--- src/rtl/bsg_counter_window_sched.sv ---
// Round-robin window scheduler around a shared saturating event counter; the count is
// snapshotted over valid/ready at each window end. Optional: BSG_COUNTER_WINDOW_SCHED_OVF_EN.
module bsg_counter_window_sched #(
  parameter int num_req_p = 4,
  parameter int max_val_p = 64,
  parameter int window_p  = 256,
  localparam int cw = $clog2(max_val_p + 1),
  localparam int tw = $clog2(window_p),
  localparam int pw = $clog2(num_req_p)
) (
  input  logic                 clk_i,
  input  logic                 reset_n_i,
  input  logic                 en_i,
  input  logic                 clear_i,
  input  logic [num_req_p-1:0] req_i,
  output logic [num_req_p-1:0] grant_o,
  output logic [cw-1:0]        count_o,
  output logic                 snap_v_o,
  output logic [cw-1:0]        snap_count_o,
  input  logic                 snap_ready_i
`ifdef BSG_COUNTER_WINDOW_SCHED_OVF_EN
  , output logic               snap_ovf_o
`endif
);

  typedef enum logic [1:0] {S_IDLE, S_COUNT, S_REPORT} state_e;

  localparam logic [cw-1:0] c_max   = cw'(max_val_p);
  localparam logic [tw-1:0] c_tlast = tw'(window_p - 1);
  localparam logic [pw-1:0] c_plast = pw'(num_req_p - 1);

  state_e                 r_state, w_state_n;
  logic [cw-1:0]          r_count, w_count_n;
  logic [tw-1:0]          r_timer, w_timer_n;
  logic [pw-1:0]          r_ptr, w_ptr_n;
  logic                   r_snap_v, w_snap_v_n;
  logic [cw-1:0]          r_snap_count, w_snap_count_n;
  logic [num_req_p-1:0]   w_grant;
  logic [pw-1:0]          w_hit_idx;
  logic [pw-1:0]          w_cand;
  logic                   w_hit;
  logic                   w_grant_v;
`ifdef BSG_COUNTER_WINDOW_SCHED_OVF_EN
  logic                   r_ovf, w_ovf_n;
`endif

  // First set request at or above the pointer, wrapping around.
  always_comb begin
    w_hit     = 1'b0;
    w_hit_idx = r_ptr;
    w_cand    = r_ptr;
    for (int i = 0; i < num_req_p; i++) begin
      w_cand = pw'((int'(r_ptr) + i) % num_req_p);
      if (!w_hit && req_i[w_cand]) begin
        w_hit     = 1'b1;
        w_hit_idx = w_cand;
      end
    end
    w_grant = '0;
    if (r_state == S_COUNT && !clear_i && w_hit) w_grant[w_hit_idx] = 1'b1;
    w_grant_v = |w_grant;
  end

  always_comb begin
    w_state_n      = r_state;
    w_count_n      = r_count;
    w_timer_n      = r_timer;
    w_ptr_n        = r_ptr;
    w_snap_v_n     = r_snap_v;
    w_snap_count_n = r_snap_count;
`ifdef BSG_COUNTER_WINDOW_SCHED_OVF_EN
    w_ovf_n        = r_ovf;
`endif
    if (clear_i) begin
      w_state_n  = S_IDLE;
      w_count_n  = '0;
      w_timer_n  = '0;
      w_snap_v_n = 1'b0;
`ifdef BSG_COUNTER_WINDOW_SCHED_OVF_EN
      w_ovf_n    = 1'b0;
`endif
    end else begin
      case (r_state)
        S_IDLE: begin
          if (en_i) begin
            w_state_n = S_COUNT;
            w_timer_n = '0;
          end
        end
        S_COUNT: begin
          if (w_grant_v) begin
            w_ptr_n = (w_hit_idx == c_plast) ? '0 : w_hit_idx + pw'(1);
            if (r_count < c_max) w_count_n = r_count + cw'(1);
`ifdef BSG_COUNTER_WINDOW_SCHED_OVF_EN
            else w_ovf_n = 1'b1;
`endif
          end
          // The last-cycle grant is already folded into w_count_n here.
          if (r_timer == c_tlast) begin
            w_state_n      = S_REPORT;
            w_timer_n      = '0;
            w_snap_v_n     = 1'b1;
            w_snap_count_n = w_count_n;
          end else begin
            w_timer_n = r_timer + tw'(1);
          end
        end
        S_REPORT: begin
          if (snap_ready_i) begin
            w_count_n  = '0;
            w_snap_v_n = 1'b0;
            w_timer_n  = '0;
            w_state_n  = en_i ? S_COUNT : S_IDLE;
`ifdef BSG_COUNTER_WINDOW_SCHED_OVF_EN
            w_ovf_n    = 1'b0;
`endif
          end
        end
        default: w_state_n = S_IDLE;
      endcase
    end
  end

  always_ff @(posedge clk_i or negedge reset_n_i) begin
    if (!reset_n_i) begin
      r_state      <= S_IDLE;
      r_count      <= '0;
      r_timer      <= '0;
      r_ptr        <= '0;
      r_snap_v     <= 1'b0;
      r_snap_count <= '0;
`ifdef BSG_COUNTER_WINDOW_SCHED_OVF_EN
      r_ovf        <= 1'b0;
`endif
    end else begin
      r_state      <= w_state_n;
      r_count      <= w_count_n;
      r_timer      <= w_timer_n;
      r_ptr        <= w_ptr_n;
      r_snap_v     <= w_snap_v_n;
      r_snap_count <= w_snap_count_n;
`ifdef BSG_COUNTER_WINDOW_SCHED_OVF_EN
      r_ovf        <= w_ovf_n;
`endif
    end
  end

  assign grant_o      = w_grant;
  assign count_o      = r_count;
  assign snap_v_o     = r_snap_v;
  assign snap_count_o = r_snap_count;
`ifdef BSG_COUNTER_WINDOW_SCHED_OVF_EN
  assign snap_ovf_o   = r_snap_v & r_ovf;
`endif

endmodule

--- config.mk ---
export PLATFORM = sky130hd
export DESIGN_NAME = bsg_counter_window_sched
export DESIGN_NICKNAME = d
export VERILOG_FILES = /design/src/rtl/bsg_counter_window_sched.sv
export SDC_FILE = /design/constraint.sdc
export NUM_CORES = 1
export LEC_CHECK = 0
export BUFFER_PORTS_ARGS = -buffer_cell sky130_fd_sc_hd__buf_4
export CAP_MARGIN = 20
export CORE_UTILIZATION = 50
export CTS_CLUSTER_SIZE = 16
export DETAILED_ROUTE_END_ITERATION = 8
export PLACE_DENSITY = 0.8
export REMOVE_ABC_BUFFERS = 1
export SYNTH_ARGS = -nofsm -noshare
export SYNTH_HDL_FRONTEND = slang
export SYNTH_SLANG_ARGS = --single-unit
--- constraint.sdc ---
create_clock -name clk_i -period 3.7 [get_ports clk_i]
set_clock_uncertainty 0.05 [all_clocks]
set_input_delay 0.37 -clock clk_i [delete_from_list [all_inputs] [get_ports clk_i]]
set_output_delay 0.37 -clock clk_i [all_outputs]
set_load 0.03 [all_outputs]
==> flow_metrics.env, run 1 <==
export IMPL_vias_per_cell=5.72
export IMPL_path_cells="nor2b_1 -> a21oi_1 -> o221ai_1 -> inv_1 -> ha_1 -> nor4_1 -> nor3_1 -> a41oi_1 -> a21oi_1"
export IMPL_cts_buffers=3
export IMPL_htreeDepth=1
export IMPL_crit_top_cell="a21oi_1"
export IMPL_cts_root_buf="clkbuf_4"
export IMPL_multi_input_area_um2=876
export IMPL_status="complete, no violations"
export IMPL_wl_met3_um=114
export IMPL_synth_seq_cells=27
export IMPL_fill_cells=287
export IMPL_path_clk_slew_ps=140
export IMPL_final_nets=215
export IMPL_finalMaxSlewViolations=0
export IMPL_portBuffers=27
export IMPL_fin_crit_ps=2760
export IMPL_grt_usage=0.225
export IMPL_start_util=0.526
export IMPL_grt_start_max_net_pins=28
export IMPL_timing_final_crit_share=0.745
export IMPL_worstHoldStart="clear_i"
export IMPL_antenna_cells=0
export IMPL_grt_pass1_vias=1333
export IMPL_cellPowerDensity_nw_per_um2=361
export IMPL_fp_dieH_um=58.7
export IMPL_holdCritPathClass="input port to register"
export IMPL_fmax_ghz=0.363
export IMPL_first_iter_violations=43
export IMPL_num_rows=20
export IMPL_ir_drop_mv=0.258
export IMPL_grt_ovfl_total=0
export IMPL_ys_types=50
export IMPL_synth_main_ff_cell="dfrtp_1"
export IMPL_async_reset_ff_frac=1.00
export IMPL_met2_length_um=1760
export IMPL_antenna_found_initial=0
export IMPL_crit_required_ps=3840
export IMPL_core_um2=3050
export IMPL_die_area_um2=3440
export IMPL_grt_pass1_wl_um=5980
export IMPL_totalWireLength_um=3440
export IMPL_critPathMaxStageDelay_ps=550
export IMPL_syn_cell_area_um2=1610
export IMPL_reg2reg_from="r_ptr[1]"
export IMPL_drtAntennaViolNets=0
export IMPL_worstPathArrival_ps=2890
export IMPL_finalSetupTns_ps=0
export IMPL_routed_top_layer="met4"
export IMPL_cap_violations=0
export IMPL_detailed_place_hpwl_um=2630
export IMPL_final_seq_area_um2=676
export IMPL_syn2layout_area_growth_pct=17.3
export IMPL_clock_latency_ps=330
export IMPL_cpMaxStageDelayCell="nor4_1"
export IMPL_wl_per_cell_um=14.2
export IMPL_place_congestion=0.783
export IMPL_syn_inst=170
export IMPL_tritoncts="built"
export IMPL_p_leak_nw=0.864
export IMPL_cp_start_kind="register"
export IMPL_yosysWarnings=0
export IMPL_wl_met1_um=1530
export IMPL_rsz0062_at_grt="no"
export IMPL_syn_avg_cell_area_um2=9.44
export IMPL_io_pins=28
export IMPL_vias=1391
export IMPL_seq_area_frac_synth=0.421
export IMPL_drc_errors=0
export IMPL_die_w_um=58.7
export IMPL_cts_sinks=27
export IMPL_detail_route_first_pass_iterations=4
export IMPL_finalSetupViolCount=0
export IMPL_layout_cells_non_filler=243
export IMPL_crit_start="r_ptr[1]"
export IMPL_cts_max_path_buffers=2
export IMPL_worstSetupEndpointType="register"
export IMPL_tightest_slew_ps=930
export IMPL_cp_max_fo=6
export IMPL_layout_drive_gt1_share=0.201
export IMPL_relSlewSlack=0.376
export IMPL_synth_edf_count=0
export IMPL_finalHoldViolCount=0
export IMPL_place_inst=238
export IMPL_crit_type="register to register"
## where the power goes
group          switching (mW)  leakage (nW)  total, mW  internal (mW)
sequential             0.0266         0.370      0.340          0.313
clock                  0.0869        0.0150      0.129         0.0423
combinational           0.123         0.479      0.211         0.0876
total                   0.236         0.864      0.680          0.443
## layer usage
metal  GRT usage  vias up
met3      0.0396        6
met4      0.0442        0
met5           0        -
li1            -      689
met2       0.407       27
met1       0.282      669
## through the flow
step / utilization / setup WS (ps) / total power, mW / hold slack [ps] / area (um^2)
finish: 0.617 / 944 / 0.680 / 199 / 1880
global route: 0.617 / 685 / 0.717 / 203 / 1880
CTS: 0.617 / 945 / 0.682 / 194 / 1880
detailed placement: 0.605 / 915 / 0.555 / 250 / 1850
global placement: 0.605 / 1110 / 0.540 / 246 / 1850
floorplan: - / 1330 / 0.487 / 24.4 / 1580
## worst max-delay path, delay by kind of cell, from the launching register on
| family | cells | cell delay (ps) |
|---|---|---|
| AND/OR/NAND/NOR | 3 | 900 |
| AO/OA/AOI/OAI | 4 | 840 |
| flip-flops | 1 | 470 |
| adder cells (fa/ha/maj) | 1 | 240 |
| buffers and inverters | 1 | 120 |
## worst paths after layout
| check | end | slack (ps) | cells after the start |
|---|---|---|---|
| min reg2reg | snap_count_o[0] | 490 | 2 |
| max reg2reg | snap_count_o[6] | 940 | 9 |
| min in group asynchronous | count_o[5] | 420 | 2 |
| max in group asynchronous | snap_count_o[2] | 2920 | 2 |
| min | r_state[0] | 200 | 2 |
| max | snap_count_o[6] | 940 | 9 |
## layout by cell type (no fill, tap or decap), types with 6 or more instances in the layout
cell     count
buf_4       28
dfrtp_1     27
nor2_1      14
a21oi_1     12
nand2_1     10
o21ai_0     10
inv_1        8
and3_1       6
nand3_1      6
ha_1         6
## logic make-up (layout without fill, tap and decap cells)
group,count (synthesis),count (layout),share of synthesized area
AOI/OAI and AO/OA,47,47,0.192
adders and majority gates,6,6,0.0468
muxes,7,7,0.0460
and+or+nand+nor,66,66,0.234
buffers and inverters,12,41,0.0335
xor gates and xnor gates,5,5,0.0273
DFF,27,27,0.421
## flip-flops by register name, summed over array words and instances (netlist names)
register,flops
count_o,7
snap_count_o,7
r_state,2
r_timer,8
r_ptr,2
snap_v_o,1
## repair_timing
| action | in CTS | in global routing |
|---|---|---|
| hold endpoints to repair | 27 | 0 |
| hold buffers | 1 | 0 |
| gates resized for setup | 0 | 0 |
| buffers inserted | 0 | 0 |
## cell usage after synthesis, drive strengths merged (2+ instances only)
master | instances | area, um^2
o22ai | 2 | 12.5
dfrtp | 27 | 676
nor4 | 5 | 46.3
o21ai | 10 | 50.1
clkbuf | 2 | 7.51
mux2i | 4 | 40.0
o21a | 3 | 22.5
ha | 6 | 75.1
nand2b | 2 | 12.5
inv | 8 | 30.0
or3 | 3 | 18.8
nor2b | 4 | 25.0
nand4 | 3 | 18.8
mux2 | 3 | 33.8
buf | 2 | 16.3
or4 | 2 | 15.0
xor2 | 2 | 17.5
nand3 | 6 | 30.0
nor2 | 14 | 52.6
nor3 | 4 | 25.0
o211ai | 2 | 15.0
xnor2 | 3 | 26.3
a21oi | 13 | 68.8
nand2 | 10 | 37.5
and3 | 6 | 37.5
a31oi | 4 | 25.0
## layout make-up
type | count | share of cell area
Multi-Input combinational cell | 131 | 0.465
Sequential cell | 27 | 0.359
Timing Repair Buffer | 29 | 0.117
Tap cell | 44 | 0.0292
Inverter | 8 | 0.0159
Clock buffer | 4 | 0.0140
No activity file was read; power rests on OpenSTA's default activity.
==> inputs of run 2 (changes only) <==
--- a/config.mk
+++ b/config.mk
@@ -5,12 +5,13 @@
 export SDC_FILE = /design/constraint.sdc
 export NUM_CORES = 1
 export LEC_CHECK = 0
+export ABC_AREA = 1
 export BUFFER_PORTS_ARGS = -buffer_cell sky130_fd_sc_hd__buf_4
 export CAP_MARGIN = 20
 export CORE_UTILIZATION = 50
 export CTS_CLUSTER_SIZE = 16
 export DETAILED_ROUTE_END_ITERATION = 8
-export PLACE_DENSITY = 0.8
+export PLACE_DENSITY = 0.82
 export REMOVE_ABC_BUFFERS = 1
 export SYNTH_ARGS = -nofsm -noshare
 export SYNTH_HDL_FRONTEND = slang
==> constraint.sdc (replaced) <==
create_clock -name clk_i -period 2.4 [get_ports clk_i]
set_clock_uncertainty 0.05 [all_clocks]
set_input_delay 0.24 -clock clk_i [delete_from_list [all_inputs] [get_ports clk_i]]
set_output_delay 0.24 -clock clk_i [all_outputs]
set_load 0.03 [all_outputs]
==> flow_metrics.env, run 2 <==
export IMPL_yosysWarnings=0
export IMPL_synth_seq_cells=27
export IMPL_syn2layout_area_growth_pct=37.4
export IMPL_first_iter_violations=65
export IMPL_tritoncts="built"
export IMPL_portBuffers=27
export IMPL_grt_ovfl_total=0
export IMPL_synthTopCellsByArea="dfrtp_1 36%, nand2_1 13%, nand3_1 7.4%"
export IMPL_crit_type="register to primary output"
export IMPL_yosys_area_top_type_share=0.358
export IMPL_grt_pass1_vias=1777
export IMPL_cts_max_path_buffers=2
export IMPL_relSlewSlack=0.699
export IMPL_antenna_cells=0
export IMPL_holdCritPathClass="input port to register"
export IMPL_die_area_um2=4030
export IMPL_cap_violations=0
export IMPL_synth_edf_count=0
export IMPL_drtAntennaViolNets=0
export IMPL_ys_types=34
export IMPL_finalHoldViolCount=0
export IMPL_final_nets=324
export IMPL_grt_usage=0.250
export IMPL_worstPathArrival_ps=2390
export IMPL_io_pins=28
export IMPL_htreeDepth=1
export IMPL_p_leak_nw=1.33
export IMPL_reg2reg_depth=18
export IMPL_clock_latency_ps=270
export IMPL_cellPowerDensity_nw_per_um2=1390
export IMPL_start_util=0.544
export IMPL_fmax_ghz=0.372
export IMPL_grt_start_max_net_pins=28
export IMPL_synthTopCellsByCount="65 x nand2_1, 28 x nand3_1, 27 x dfrtp_1, 27 x inv_1, 21 x nor2_1"
export IMPL_place_congestion=0.800
export IMPL_ir_drop_mv=0.546
export IMPL_wl_per_cell_um=13.9
export IMPL_syn_cell_area_um2=1890
export IMPL_final_area_um2=2590
export IMPL_drc_errors=0
export IMPL_finalSetupViolCount=20
export IMPL_worstHoldStart="clear_i"
export IMPL_cp_max_fo=8
export IMPL_timing_rr_end="snap_count_o[6]"
export IMPL_vias_per_cell=5.19
export IMPL_fill_cells=242
export IMPL_antenna_found_initial=0
export IMPL_vias=1837
export IMPL_detailed_place_hpwl_um=3080
export IMPL_yosysMostFrequentCell="nand2_1"
export IMPL_timing_final_crit_share=1.12
export IMPL_path_clk_slew_ps=90
export IMPL_fp_dieH_um=63.5
export IMPL_async_reset_ff_frac=1.00
export IMPL_crit_required_ps=2110
export IMPL_yosysTopAreaCell="dfrtp_1"
export IMPL_die_w_um=63.5
export IMPL_syn_inst=248
export IMPL_cp_start_kind="register"
export IMPL_reg2reg_from="r_ptr[0]"
export IMPL_totalWireLength_um=4920
export IMPL_detail_route_first_pass_iterations=4
export IMPL_worstSetupEndpointType="primary output"
export IMPL_final_common_cell="nand2_1"
export IMPL_hold_path_end="r_state[0]"
export IMPL_cts_buffers=3
export IMPL_p_total_mw=3.61
export IMPL_status="complete, but fails checks"
export IMPL_num_rows=21
export IMPL_fin_crit_ps=2680
export IMPL_tightest_slew_ps=447
export IMPL_largest_reg_flops=8
export IMPL_seq_area_frac_synth=0.358
export IMPL_placed_area_um2=2260
export IMPL_syn_avg_cell_area_um2=7.61
export IMPL_setup_slack_ps=-285
export IMPL_layout_drive_gt1_share=0.390
export IMPL_cts_sinks=27
export IMPL_failed_checks="negative setup slack"
export IMPL_finalMaxSlewViolations=0
export IMPL_rsz0062_at_grt="yes"
export IMPL_min_path_cells=2
export IMPL_layout_common_cells="56 x nand2_1, 50 x buf_4, 28 x nand3_1"
export IMPL_top_register="r_timer"
export IMPL_ff2ff_setup_slack_ps=-280
export IMPL_cts_root_buf="clkbuf_8"
export IMPL_synth_main_ff_cell="dfrtp_1"
export IMPL_core_um2=3470
export IMPL_grt_pass1_wl_um=7830
==> run 2: cell types whose count changed in the layout (fill, tap and decap cells not counted), moves of 8 or more <==
cell / delta
nand2_2: +17
nand2_1: +46
inv_1: +15
nand2_4: +9
nand3_1: +22
inv_2: +8
buf_4: +22
a21oi_1: -8
==> run 2: cell families (layout without fill, tap and decap cells) <==
kind of cell / after synthesis / count (layout) / synth area share
fa+ha+maj: 6 / 6 / 0.0398
simple gates: 151 / 152 / 0.401
flops: 27 / 27 / 0.358
buf+inv: 35 / 94 / 0.0795
compound gates: 21 / 21 / 0.0809
xor+xnor: 8 / 8 / 0.0411
==> run 2: what timing repair did <==
| action | in CTS | in global routing |
|---|---|---|
| cloned | 1 | 1 |
| endpoints found under the setup margin | 20 | 20 |
| gates resized for setup | 19 | 20 |
| hold buffers | 1 | 0 |
| pin swaps | 9 | 13 |
| hold endpoints to repair | 27 | 0 |
| setup buffers | 11 | 1 |
==> run 2: power breakdown <==
part	total (mW)	internal (mW)	switching [mW]
registers	0.622	0.526	0.0967
logic	2.74	1.24	1.50
clock network	0.253	0.116	0.137
total	3.61	1.88	1.73
==> run 2: layout make-up <==
cell class	count	area, um^2	share of cell area
Clock buffer	3	41.3	0.0159
Inverter	33	134	0.0516
Tap cell	46	57.6	0.0222
Multi-Input combinational cell	187	1190	0.461
Sequential cell	27	677	0.261
Clock inverter	1	5.00	0.00193
Timing Repair Buffer	57	484	0.187
==> run 2: how the worst max path moves through the flow <==
stage | to | slack [ps] | cells past startpoint | startpoint
detailed placement | snap_count_o[6] | -340 | 16 | r_ptr[0]
global route | snap_count_o[6] | -430 | 18 | r_ptr[0]
CTS | grant_o[2] | -230 | 14 | r_ptr[0]
global placement | snap_count_o[6] | -280 | 16 | r_ptr[0]
finish | grant_o[2] | -280 | 14 | r_ptr[0]
floorplan | snap_count_o[6] | -110 | 16 | r_ptr[0]
==> run 2: worst max-delay path: stages, from the launching register on <==
cell	delay, ps
dfrtp_2	500
inv_8	110
nand2_2	60
nand2_4	70
nand2_1	70
and2_1	170
nand3b_4	180
o21ai_4	80
xor2_2	180
buf_6	140
ha_2	200
buf_6	100
inv_1	30
nor2_1	70
buf_4	160
==> run 2: stage by stage <==
stage	hold WS, ps	TNS, ps	util	std cells	setup slack (ps)
6_report	156	-4890	0.748	354	-285
5_1_grt	154	-7490	0.748	354	-433
4_1_cts	154	-2910	0.716	352	-232
3_5_place_dp	121	-5000	0.652	335	-340
3_3_place_gp	120	-3960	0.652	335	-279
2_1_floorplan	-106	-1280	-	246	-113
==> run 2: routing by layer <==
layer / share of wire / up-vias / GRT usage
li1: - / 908 / -
met1: 0.41 / 872 / 0.300
met2: 0.54 / 49 / 0.448
met3: 0.025 / 8 / 0.0236
met4: 0.022 / 0 / 0.114
met5: 0 / - / 0
==> inputs of run 3 (changes only) <==
--- a/config.mk
+++ b/config.mk
@@ -13,6 +13,7 @@
 export DETAILED_ROUTE_END_ITERATION = 8
 export PLACE_DENSITY = 0.82
 export REMOVE_ABC_BUFFERS = 1
+export SETUP_SLACK_MARGIN = 0.5
 export SYNTH_ARGS = -nofsm -noshare
 export SYNTH_HDL_FRONTEND = slang
 export SYNTH_SLANG_ARGS = --single-unit
==> flow_metrics.env, run 3 (synthesized netlist as in run 2, its figures left out) <==
export IMPL_start_util=0.544
export IMPL_worstPathArrival_ps=2400
export IMPL_antenna_found_initial=0
export IMPL_cp_top_family="simple AND/OR/NAND/NOR gates"
export IMPL_relSlewSlack=0.705
export IMPL_layout_cells_non_filler=354
export IMPL_antenna_cells=0
export IMPL_cts_buffers=3
export IMPL_holdCritPathClass="input port to register"
export IMPL_final_nets=324
export IMPL_clock_latency_ps=270
export IMPL_grt_pass1_wl_um=7890
export IMPL_htreeDepth=1
export IMPL_die_area_um2=4030
export IMPL_portBuffers=27
export IMPL_timing_critical_path_buf_inv=5
export IMPL_wl_per_cell_um=14.0
export IMPL_crit_type="register to primary output"
export IMPL_cts_max_path_buffers=2
export IMPL_path_cells="inv_8 -> nand2_2 -> nand2_4 -> nand2_1 -> and2_1 -> nand3b_4 -> o21ai_4 -> xor2_2 -> buf_6 -> ha_2 -> buf_6 -> inv_1 -> nor2_1 -> buf_4"
export IMPL_critPathMaxStageDelay_ps=500
export IMPL_vias=1865
export IMPL_cap_violations=0
export IMPL_first_iter_violations=54
export IMPL_path_clk_slew_ps=90
export IMPL_fp_dieH_um=63.5
export IMPL_drc_errors=0
export IMPL_largest_reg_flops=8
export IMPL_p_leak_nw=1.34
export IMPL_finalSetupViolCount=20
export IMPL_cts_root_buf="clkbuf_8"
export IMPL_p_total_mw=3.63
export IMPL_syn2layout_area_growth_pct=38.8
export IMPL_fill_cells=239
export IMPL_grt_ovfl_total=0
export IMPL_cellPowerDensity_nw_per_um2=1380
export IMPL_place_congestion=0.800
export IMPL_place_inst=335
export IMPL_num_rows=21
export IMPL_rsz0062_at_grt="yes"
export IMPL_grt_start_max_net_pins=28
export IMPL_core_um2=3470
export IMPL_totalWireLength_um=4970
export IMPL_drtAntennaViolNets=0
export IMPL_cp_start_kind="register"
export IMPL_timing_final_crit_share=1.12
export IMPL_io_pins=28
export IMPL_crit_required_ps=2110
export IMPL_grt_usage=0.252
export IMPL_worstSetupEndpointType="primary output"
export IMPL_setup_slack_ps=-287
export IMPL_detailed_place_hpwl_um=3080
export IMPL_finalMaxSlewViolations=0
export IMPL_top_register="r_timer"
export IMPL_vias_per_cell=5.27
export IMPL_finalSetupTns_ps=-4880
export IMPL_layout_common_cells="56 x nand2_1, 50 x buf_4, 28 x nand3_1"
export IMPL_finalHoldViolCount=0
export IMPL_crit_top_cell="buf_6"
export IMPL_tritoncts="built"
export IMPL_failed_checks="negative setup slack"
export IMPL_cts_sinks=27
export IMPL_cp_max_fo=8
export IMPL_fin_crit_ps=2690
export IMPL_die_w_um=63.5
export IMPL_fmax_ghz=0.372
export IMPL_tightest_slew_ps=438
export IMPL_cpMaxStageDelayCell="dfrtp_2"
export IMPL_grt_pass1_vias=1786
export IMPL_status="complete, but fails checks"
export IMPL_layout_drive_gt1_share=0.403
export IMPL_final_common_cell="nand2_1"
export IMPL_ir_drop_mv=0.547
export IMPL_detail_route_first_pass_iterations=4
[run 3: cell counts in the layout (fill, tap and decap cells not counted)]
No cell type changed its count.
[run 3: area by class of cell]
class | count | area (um^2) | area share
Inverter | 33 | 134 | 0.0511
Clock buffer | 3 | 41.3 | 0.0158
Timing Repair Buffer | 57 | 484 | 0.185
Sequential cell | 27 | 678 | 0.259
Clock inverter | 1 | 5.00 | 0.00191
Tap cell | 46 | 57.6 | 0.0220
Multi-Input combinational cell | 187 | 1220 | 0.466
[run 3: where the power goes]
| part | internal, mW | switching, mW |
|---|---|---|
| clock | 0.116 | 0.141 |
| combinational | 1.24 | 1.50 |
| sequential | 0.526 | 0.0968 |
| total | 1.88 | 1.74 |
[run 3: what timing repair did]
| item | 4_1_cts | 5_1_grt |
|---|---|---|
| gates cloned | 1 | 1 |
| gates resized for setup | 20 | 26 |
| endpoints found under the setup margin | 24 | 27 |
| pin swaps | 9 | 13 |
| setup buffers | 11 | 1 |
| hold buffers | 1 | 0 |
| hold endpoints to repair | 27 | 0 |
[run 3: metal layers]
metal / vias up / wire [um] / global-route usage
met5: - / 0 / 0
met4: 0 / 155 / 0.114
met3: 14 / 140 / 0.0236
met2: 50 / 2620 / 0.451
met1: 887 / 2050 / 0.302
li1: 914 / - / -
[run 3: path summary, 6_finish.rpt]
kind,slack [ps],to,startpoint,depth (start not counted)
max reg2reg,-280,snap_count_o[6],r_ptr[0],18
min,150,snap_v_o,clear_i,2
max,-290,grant_o[2],r_ptr[0],14
max in group asynchronous,1660,r_ptr[0],reset_n_i,2
min in group asynchronous,360,snap_count_o[4],reset_n_i,2
min reg2reg,440,snap_count_o[0],snap_count_o[0],2
[run 3: through the flow]
stage / area (um^2) / utilization / setup WS [ps] / hold slack [ps]
6_report: 2620 / 0.755 / -287 / 154
5_1_grt: 2620 / 0.755 / -433 / 157
4_1_cts: 2490 / 0.717 / -232 / 154
3_5_place_dp: 2260 / 0.652 / -340 / 121
3_3_place_gp: 2260 / 0.652 / -279 / 120
2_1_floorplan: 1870 / - / -113 / -106
